[config.mk]
export PLATFORM = sky130hd
export DESIGN_NAME = adc_frame_assembler
export DESIGN_NICKNAME = d
export VERILOG_FILES = /design/src/rtl/acoustics_pkg.sv /design/src/rtl/sync_fifo.sv /design/src/rtl/adc_frame_assembler.sv
export SDC_FILE = /design/constraint.sdc
export NUM_CORES = 1
export LEC_CHECK = 0
export CORE_MARGIN = 8
export CORE_UTILIZATION = 63
export DETAILED_ROUTE_END_ITERATION = 8
export DONT_BUFFER_PORTS = 1
export GPL_TIMING_DRIVEN = 1
export PLACE_DENSITY = 0.79
export SLEW_MARGIN = 20
export SYNTH_ARGS = -nofsm -noshare
export SYNTH_HDL_FRONTEND = slang
export SYNTH_SLANG_ARGS = --single-unit
[constraint.sdc]
create_clock -name clk -period 11 [get_ports clk]
set_clock_uncertainty 0.05 [all_clocks]
set_input_delay 2.2 -clock clk [delete_from_list [all_inputs] [get_ports clk]]
set_output_delay 2.2 -clock clk [all_outputs]
set_load 0.05 [all_outputs]
[src/rtl/acoustics_pkg.sv]
// Shared types and constants for the hydrophone acquisition path.
package acoustics_pkg;

    localparam int N_CH   = 4;
    localparam int DATA_W = 12;
    localparam int TS_W   = 32;

    typedef logic [DATA_W-1:0] sample_t;

    // One assembled frame. Channel k lands at bits [k*DATA_W +: DATA_W] of data,
    // which matches the in_data / out_data packing.
    typedef struct packed {
        logic [TS_W-1:0]         ts;
        logic [N_CH-1:0]         missing;
        sample_t [N_CH-1:0]      data;
    } frame_t;

    typedef enum logic {
        IDLE    = 1'b0,
        COLLECT = 1'b1
    } asm_state_t;

endpackage

[src/rtl/sync_fifo.sv]
// First-word-fall-through synchronous FIFO. The head entry is visible on
// pop_data_o whenever empty_o is low. A push into a full FIFO is accepted
// only if a pop happens in the same cycle.
module sync_fifo #(
    parameter int WIDTH = 8,
    parameter int DEPTH = 16
) (
    input  logic             clk,
    input  logic             reset_n,
    input  logic             push_i,
    input  logic [WIDTH-1:0] push_data_i,
    input  logic             pop_i,
    output logic [WIDTH-1:0] pop_data_o,
    output logic             full_o,
    output logic             empty_o
);

    localparam int AW = $clog2(DEPTH);

    logic [WIDTH-1:0] mem_q [DEPTH];
    logic [AW-1:0]    wr_ptr_q;
    logic [AW-1:0]    rd_ptr_q;
    logic [AW:0]      count_q;
    logic             push_ok;
    logic             pop_ok;

    assign full_o     = (count_q == (AW+1)'(DEPTH));
    assign empty_o    = (count_q == '0);
    assign pop_ok     = pop_i & ~empty_o;
    assign push_ok    = push_i & (~full_o | pop_ok);
    assign pop_data_o = mem_q[rd_ptr_q];

    // Storage array: written on accepted pushes, never reset.
    always_ff @(posedge clk) begin
        if (push_ok) begin
            mem_q[wr_ptr_q] <= push_data_i;
        end
    end

    // Pointer and occupancy bookkeeping; pointers wrap since DEPTH is a power of two.
    always_ff @(posedge clk) begin
        if (!reset_n) begin
            wr_ptr_q <= '0;
            rd_ptr_q <= '0;
            count_q  <= '0;
        end else begin
            if (push_ok) wr_ptr_q <= wr_ptr_q + AW'(1);
            if (pop_ok)  rd_ptr_q <= rd_ptr_q + AW'(1);
            case ({push_ok, pop_ok})
                2'b10:   count_q <= count_q + (AW+1)'(1);
                2'b01:   count_q <= count_q - (AW+1)'(1);
                default: count_q <= count_q;
            endcase
        end
    end

endmodule

[src/rtl/adc_frame_assembler.sv]
// Gathers one sample per hydrophone channel into an indexed frame, force-closes
// frames whose channels stall, and queues finished frames for the DSP/DMA stage.
module adc_frame_assembler
    import acoustics_pkg::*;
#(
    parameter int TIMEOUT    = 24,
    parameter int FIFO_DEPTH = 16
) (
    input  logic                   clk,
    input  logic                   reset_n,
    input  logic                   enable,
    input  logic [N_CH*DATA_W-1:0] in_data,
    input  logic [N_CH-1:0]        in_valid,
    output logic [N_CH*DATA_W-1:0] out_data,
    output logic [TS_W-1:0]        out_ts,
    output logic [N_CH-1:0]        out_missing,
    output logic                   out_valid,
    input  logic                   out_ready,
    output logic                   overflow,
    output logic                   dup_err,
    input  logic                   clear_err,
    output logic [15:0]            drop_count
);

    localparam int TMR_W = $clog2(TIMEOUT + 1);

    asm_state_t          state_q, state_d;
    logic [N_CH-1:0]     mask_q, mask_d, mask_now;
    logic [TMR_W-1:0]    timer_q, timer_d, timer_now;
    sample_t [N_CH-1:0]  data_q, data_d, data_now;
    sample_t [N_CH-1:0]  in_sample;
    logic [TS_W-1:0]     idx_q, idx_d;
    logic                overflow_q, overflow_d;
    logic                dup_q, dup_d;
    logic [15:0]         drop_q, drop_d;
    logic                close, dup_evt, drop;
    frame_t              frame_w, head;
    logic                fifo_full, fifo_empty, pop;

    genvar gi;
    generate
        for (gi = 0; gi < N_CH; gi++) begin : g_unpack
            assign in_sample[gi] = in_data[gi*DATA_W +: DATA_W];
        end
    endgenerate

    // Frame collection FSM: capture strobes, detect duplicates, decide when to close.
    always_comb begin
        state_d   = state_q;
        mask_d    = mask_q;
        timer_d   = timer_q;
        data_d    = data_q;
        close     = 1'b0;
        dup_evt   = 1'b0;
        mask_now  = mask_q;
        data_now  = data_q;
        timer_now = timer_q + TMR_W'(1);
        case (state_q)
            IDLE: begin
                if (enable && (|in_valid)) begin
                    // Unstrobed channels start at zero so a missing channel reads 0.
                    for (int k = 0; k < N_CH; k++) begin
                        data_now[k] = in_valid[k] ? in_sample[k] : '0;
                    end
                    mask_now = in_valid;
                    if (&mask_now) begin
                        close = 1'b1;
                    end else begin
                        state_d = COLLECT;
                        mask_d  = mask_now;
                        data_d  = data_now;
                        timer_d = '0;
                    end
                end
            end
            COLLECT: begin
                if (!enable) begin
                    // Partial frame abandoned; index stays put.
                    state_d = IDLE;
                    mask_d  = '0;
                    timer_d = '0;
                end else begin
                    for (int k = 0; k < N_CH; k++) begin
                        if (in_valid[k] && !mask_q[k]) data_now[k] = in_sample[k];
                    end
                    dup_evt  = |(in_valid & mask_q);
                    mask_now = mask_q | in_valid;
                    // timer_now counts cycles since the opening cycle.
                    if ((&mask_now) || (timer_now == TMR_W'(TIMEOUT - 1))) begin
                        close   = 1'b1;
                        state_d = IDLE;
                        mask_d  = '0;
                        timer_d = '0;
                    end else begin
                        mask_d  = mask_now;
                        data_d  = data_now;
                        timer_d = timer_now;
                    end
                end
            end
            default: begin
                state_d = IDLE;
                mask_d  = '0;
                timer_d = '0;
            end
        endcase
    end

    assign frame_w.ts      = idx_q;
    assign frame_w.missing = ~mask_now;
    assign frame_w.data    = data_now;

    assign pop  = ~fifo_empty & out_ready;
    assign drop = close & fifo_full & ~pop;

    // Frame index and sticky error flags; a set event beats clear_err.
    always_comb begin
        idx_d      = close ? idx_q + TS_W'(1) : idx_q;
        overflow_d = drop ? 1'b1 : (clear_err ? 1'b0 : overflow_q);
        dup_d      = dup_evt ? 1'b1 : (clear_err ? 1'b0 : dup_q);
        drop_d     = (drop && (drop_q != 16'hFFFF)) ? drop_q + 16'd1 : drop_q;
    end

    // State registers.
    always_ff @(posedge clk) begin
        if (!reset_n) begin
            state_q    <= IDLE;
            mask_q     <= '0;
            timer_q    <= '0;
            data_q     <= '0;
            idx_q      <= '0;
            overflow_q <= 1'b0;
            dup_q      <= 1'b0;
            drop_q     <= '0;
        end else begin
            state_q    <= state_d;
            mask_q     <= mask_d;
            timer_q    <= timer_d;
            data_q     <= data_d;
            idx_q      <= idx_d;
            overflow_q <= overflow_d;
            dup_q      <= dup_d;
            drop_q     <= drop_d;
        end
    end

    sync_fifo #(
        .WIDTH ($bits(frame_t)),
        .DEPTH (FIFO_DEPTH)
    ) u_fifo (
        .clk         (clk),
        .reset_n     (reset_n),
        .push_i      (close),
        .push_data_i (frame_w),
        .pop_i       (pop),
        .pop_data_o  (head),
        .full_o      (fifo_full),
        .empty_o     (fifo_empty)
    );

    // Head fields are zeroed when nothing is queued.
    assign out_valid   = ~fifo_empty;
    assign out_data    = out_valid ? head.data    : '0;
    assign out_ts      = out_valid ? head.ts      : '0;
    assign out_missing = out_valid ? head.missing : '0;
    assign overflow    = overflow_q;
    assign dup_err     = dup_q;
    assign drop_count  = drop_q;

endmodule

==> results.cfg <==
[clock_network]
cts_tree = yes
clkSinkCount = 1469
root_buffer = clkbuf_16
clkTransAtPathRegs_ns = 0.06
clock_latency_ns = 0.76
cts_buffers = 144
htreeDepth = 4
holdBufCountCts = 0
cts.path.max_buffers = 3
post_cts.repair.setup_buffers = 0
ctsResizeCount = 0

[pwr]
internal_power_mw = 9.37
power_frac_seq_pct = 49.5
power_mw = 12.4
powerDensity_nw_per_um2 = 196
switching_share_pct = 24.4
p_leak_nw = 19.9
clockPowerShare_pct = 40.2
netSwitchingPower_mw = 3.02
peakVddDrop_mv = 0.136
pwr-share-comb_pct = 10.3

[global_routing]
grt_util_all_layers_pct = 27.7
grt-ovfl-total = 0
antenna_found_initial = 4
grt_pass1_vias = 29226
grt_first_pass_wirelength_um = 198000
grt_max_degree = 121

[run]
maxCapViolations = 0

[die]
die_h_um = 316
die_w_um = 316
ios = 160
num_rows = 110
die_area_um2 = 100000
start_util_pct = 63.3
core_um2 = 89700

[logic_synthesis]
syn_area_per_cell_um2 = 21.5
synthesis.area_um2 = 56800
synth_area_leaders = edfxtp_1, mux4_2, dfxtp_1
synthDistinctLibCells = 56
synthArstFlopShare_pct = 0
yosys.area.top_type = edfxtp_1
seq_area_frac_synth_pct = 75.4
synth-edff-count = 1344
netlist.area_leader.share_pct = 71.0
synthCells = 2639
synth_nets = 2709
synth_top_flop_cell = edfxtp_1
yosys_warnings = 0
yosysMostFrequentCell = edfxtp_1
synth_commonest_cells = edfxtp_1, mux4_2, dfxtp_1
synth_seq_cells = 1469

[placement]
hpwlAfterDp_um = 68100
dpl_cell_area_um2 = 58200
port-buffer-count = 0
place.gp.congestion = 0.800

[timing]
fmax_mhz = 140
hold_viol = 0
grt_setup_unrepaired = no
holdWs_ns = 0.431
worstMarginPinSlew_ns = 1.22
period_share_pct = 64.9
setup_viol = 0
fin_crit_ns = 7.14
relSlewSlack_pct = 18.8
fin_tns_setup_ns = 0
slew_viol_final = 0

[drt]
drc = 0
initialDrtViolationCount = 4335
avgViaCountPerCell = 7.03
totalWireLength_um = 139000
routedWlPerCell_um = 34.7
vias = 28036
ant_nets = 0
firstDrtPassIters = 6

[outcome]
outcome = finished clean

[setup_path]
cp_max_fo = 69
crit_required_ns = 8.75
critPathCaptureType = output pin
path_cells = buf_4, buf_4, mux4_2, mux4_2, and2_1
critPathMaxStageDelay_ns = 0.95
rr_worst_depth = 7
cp.arrival_ns = 4.89
worstSetupPathType = flop to output pin
crit_slowest_cell = dfxtp_4
setup.worst_path.start_class = flop

[cells_and_area]
post_route_cells_drive_above_1_share_pct = 25.7
utilization_pct = 70.3
nNetsFinal = 2755
finalInstanceArea_um2 = 63100
syn2layout_area_growth_pct = 11.0

[hold_path]
min_path_cells = 1
hold_path.class = flop to flop
placed cells by master, fill, tap and decap left out, types with 21 or more instances in the layout:
master,Yosys,layout
nand2_1,54,54
clkbuf_16,0,147
nor2_1,43,43
dfxtp_1,125,121
o21ai_0,24,21
clkinv_2,0,35
mux4_2,420,420
nand3_1,24,24
clkbuf_1,102,31
and2_1,89,89
edfxtp_1,1344,1344
a22o_1,95,95
a21oi_1,47,45
buf_4,0,43
worst max-delay path, delay by kind of cell, from the launching register on:
family                 cells  cell delay, ns
buffers and inverters      2            1.69
muxes                      2            0.98
DFF                        1            0.95
and+or+nand+nor            1            0.35
routing by layer:
| layer | global-route usage [%] | part of all wire [%] |
|---|---|---|
| met2 | 46.2 | 51 |
| met3 | 6.35 | 9.8 |
| met5 | 0 | 0.0065 |
| met4 | 10.8 | 3.0 |
| met1 | 35.8 | 36 |
registers in the layout, summed over array words and instances (netlist names), named ones only:
signal and flops:
u_fifo.mem_q 1344, data_q 48, idx_q 32, drop_count 16
timer_q 5, u_fifo.count_q 5, mask_q 4, u_fifo.rd_ptr_q 4
u_fifo.wr_ptr_q 4, dup_err 1, overflow 1, state_q 1
logic make-up (layout without fill, tap and decap cells):
logic type / Yosys count / in the layout / synth area share [%]
compound gates: 215 / 215 / 2.78
xor+xnor: 23 / 23 / 0.355
fa+ha+maj: 13 / 13 / 0.300
buf+inv: 169 / 338 / 1.16
flops: 1469 / 1469 / 75.4
mux: 428 / 428 / 16.8
other cells: 0 / 2 / 0
simple gates: 322 / 322 / 3.17
per-stage QoR:
stage	instances	setup WS (ns)
finish	3986	3.86
global route	3984	3.74
CTS	3982	3.80
detailed placement	3713	4.70
global placement	3712	4.75
floorplan	2639	1.34
cell type report:
class | instances | area (µm²)
Sequential cell | 1469 | 42900
Fill cell | 4964 | 26700
Multi-Input combinational cell | 1001 | 13400
Clock buffer | 190 | 3960
Tap cell | 1176 | 1470
Clock inverter | 79 | 831
Timing Repair Buffer | 50 | 460
Inverter | 19 | 71.3
Antenna cell | 2 | 5.00
worst paths after layout:
check | start | endpoint | slack, ns
setup / recovery | flop | out_data[41] | 3.86
hold / removal | data_q[5]$_SDFFE_PN0P_ | data_q[5]$_SDFFE_PN0P_ | 0.43
setup reg to reg | timer_q[1]$_SDFFE_PN0P_ | u_fifo.mem_q[5][45]$_DFFE_PP_ | 6.02
hold reg to reg | data_q[5]$_SDFFE_PN0P_ | data_q[5]$_SDFFE_PN0P_ | 0.43
power by group through the flow:
stage          registers (mW)  logic [mW]  clock network (mW)
6_report                 6.13        1.27                4.99
5_1_grt                  6.13        1.35                5.22
4_1_cts                  6.13        1.28                5.02
3_5_place_dp             6.25        1.26                   0
3_3_place_gp             6.25        1.23                   0
2_1_floorplan            6.22        1.06                   0
(Power assumes the default switching activity.)
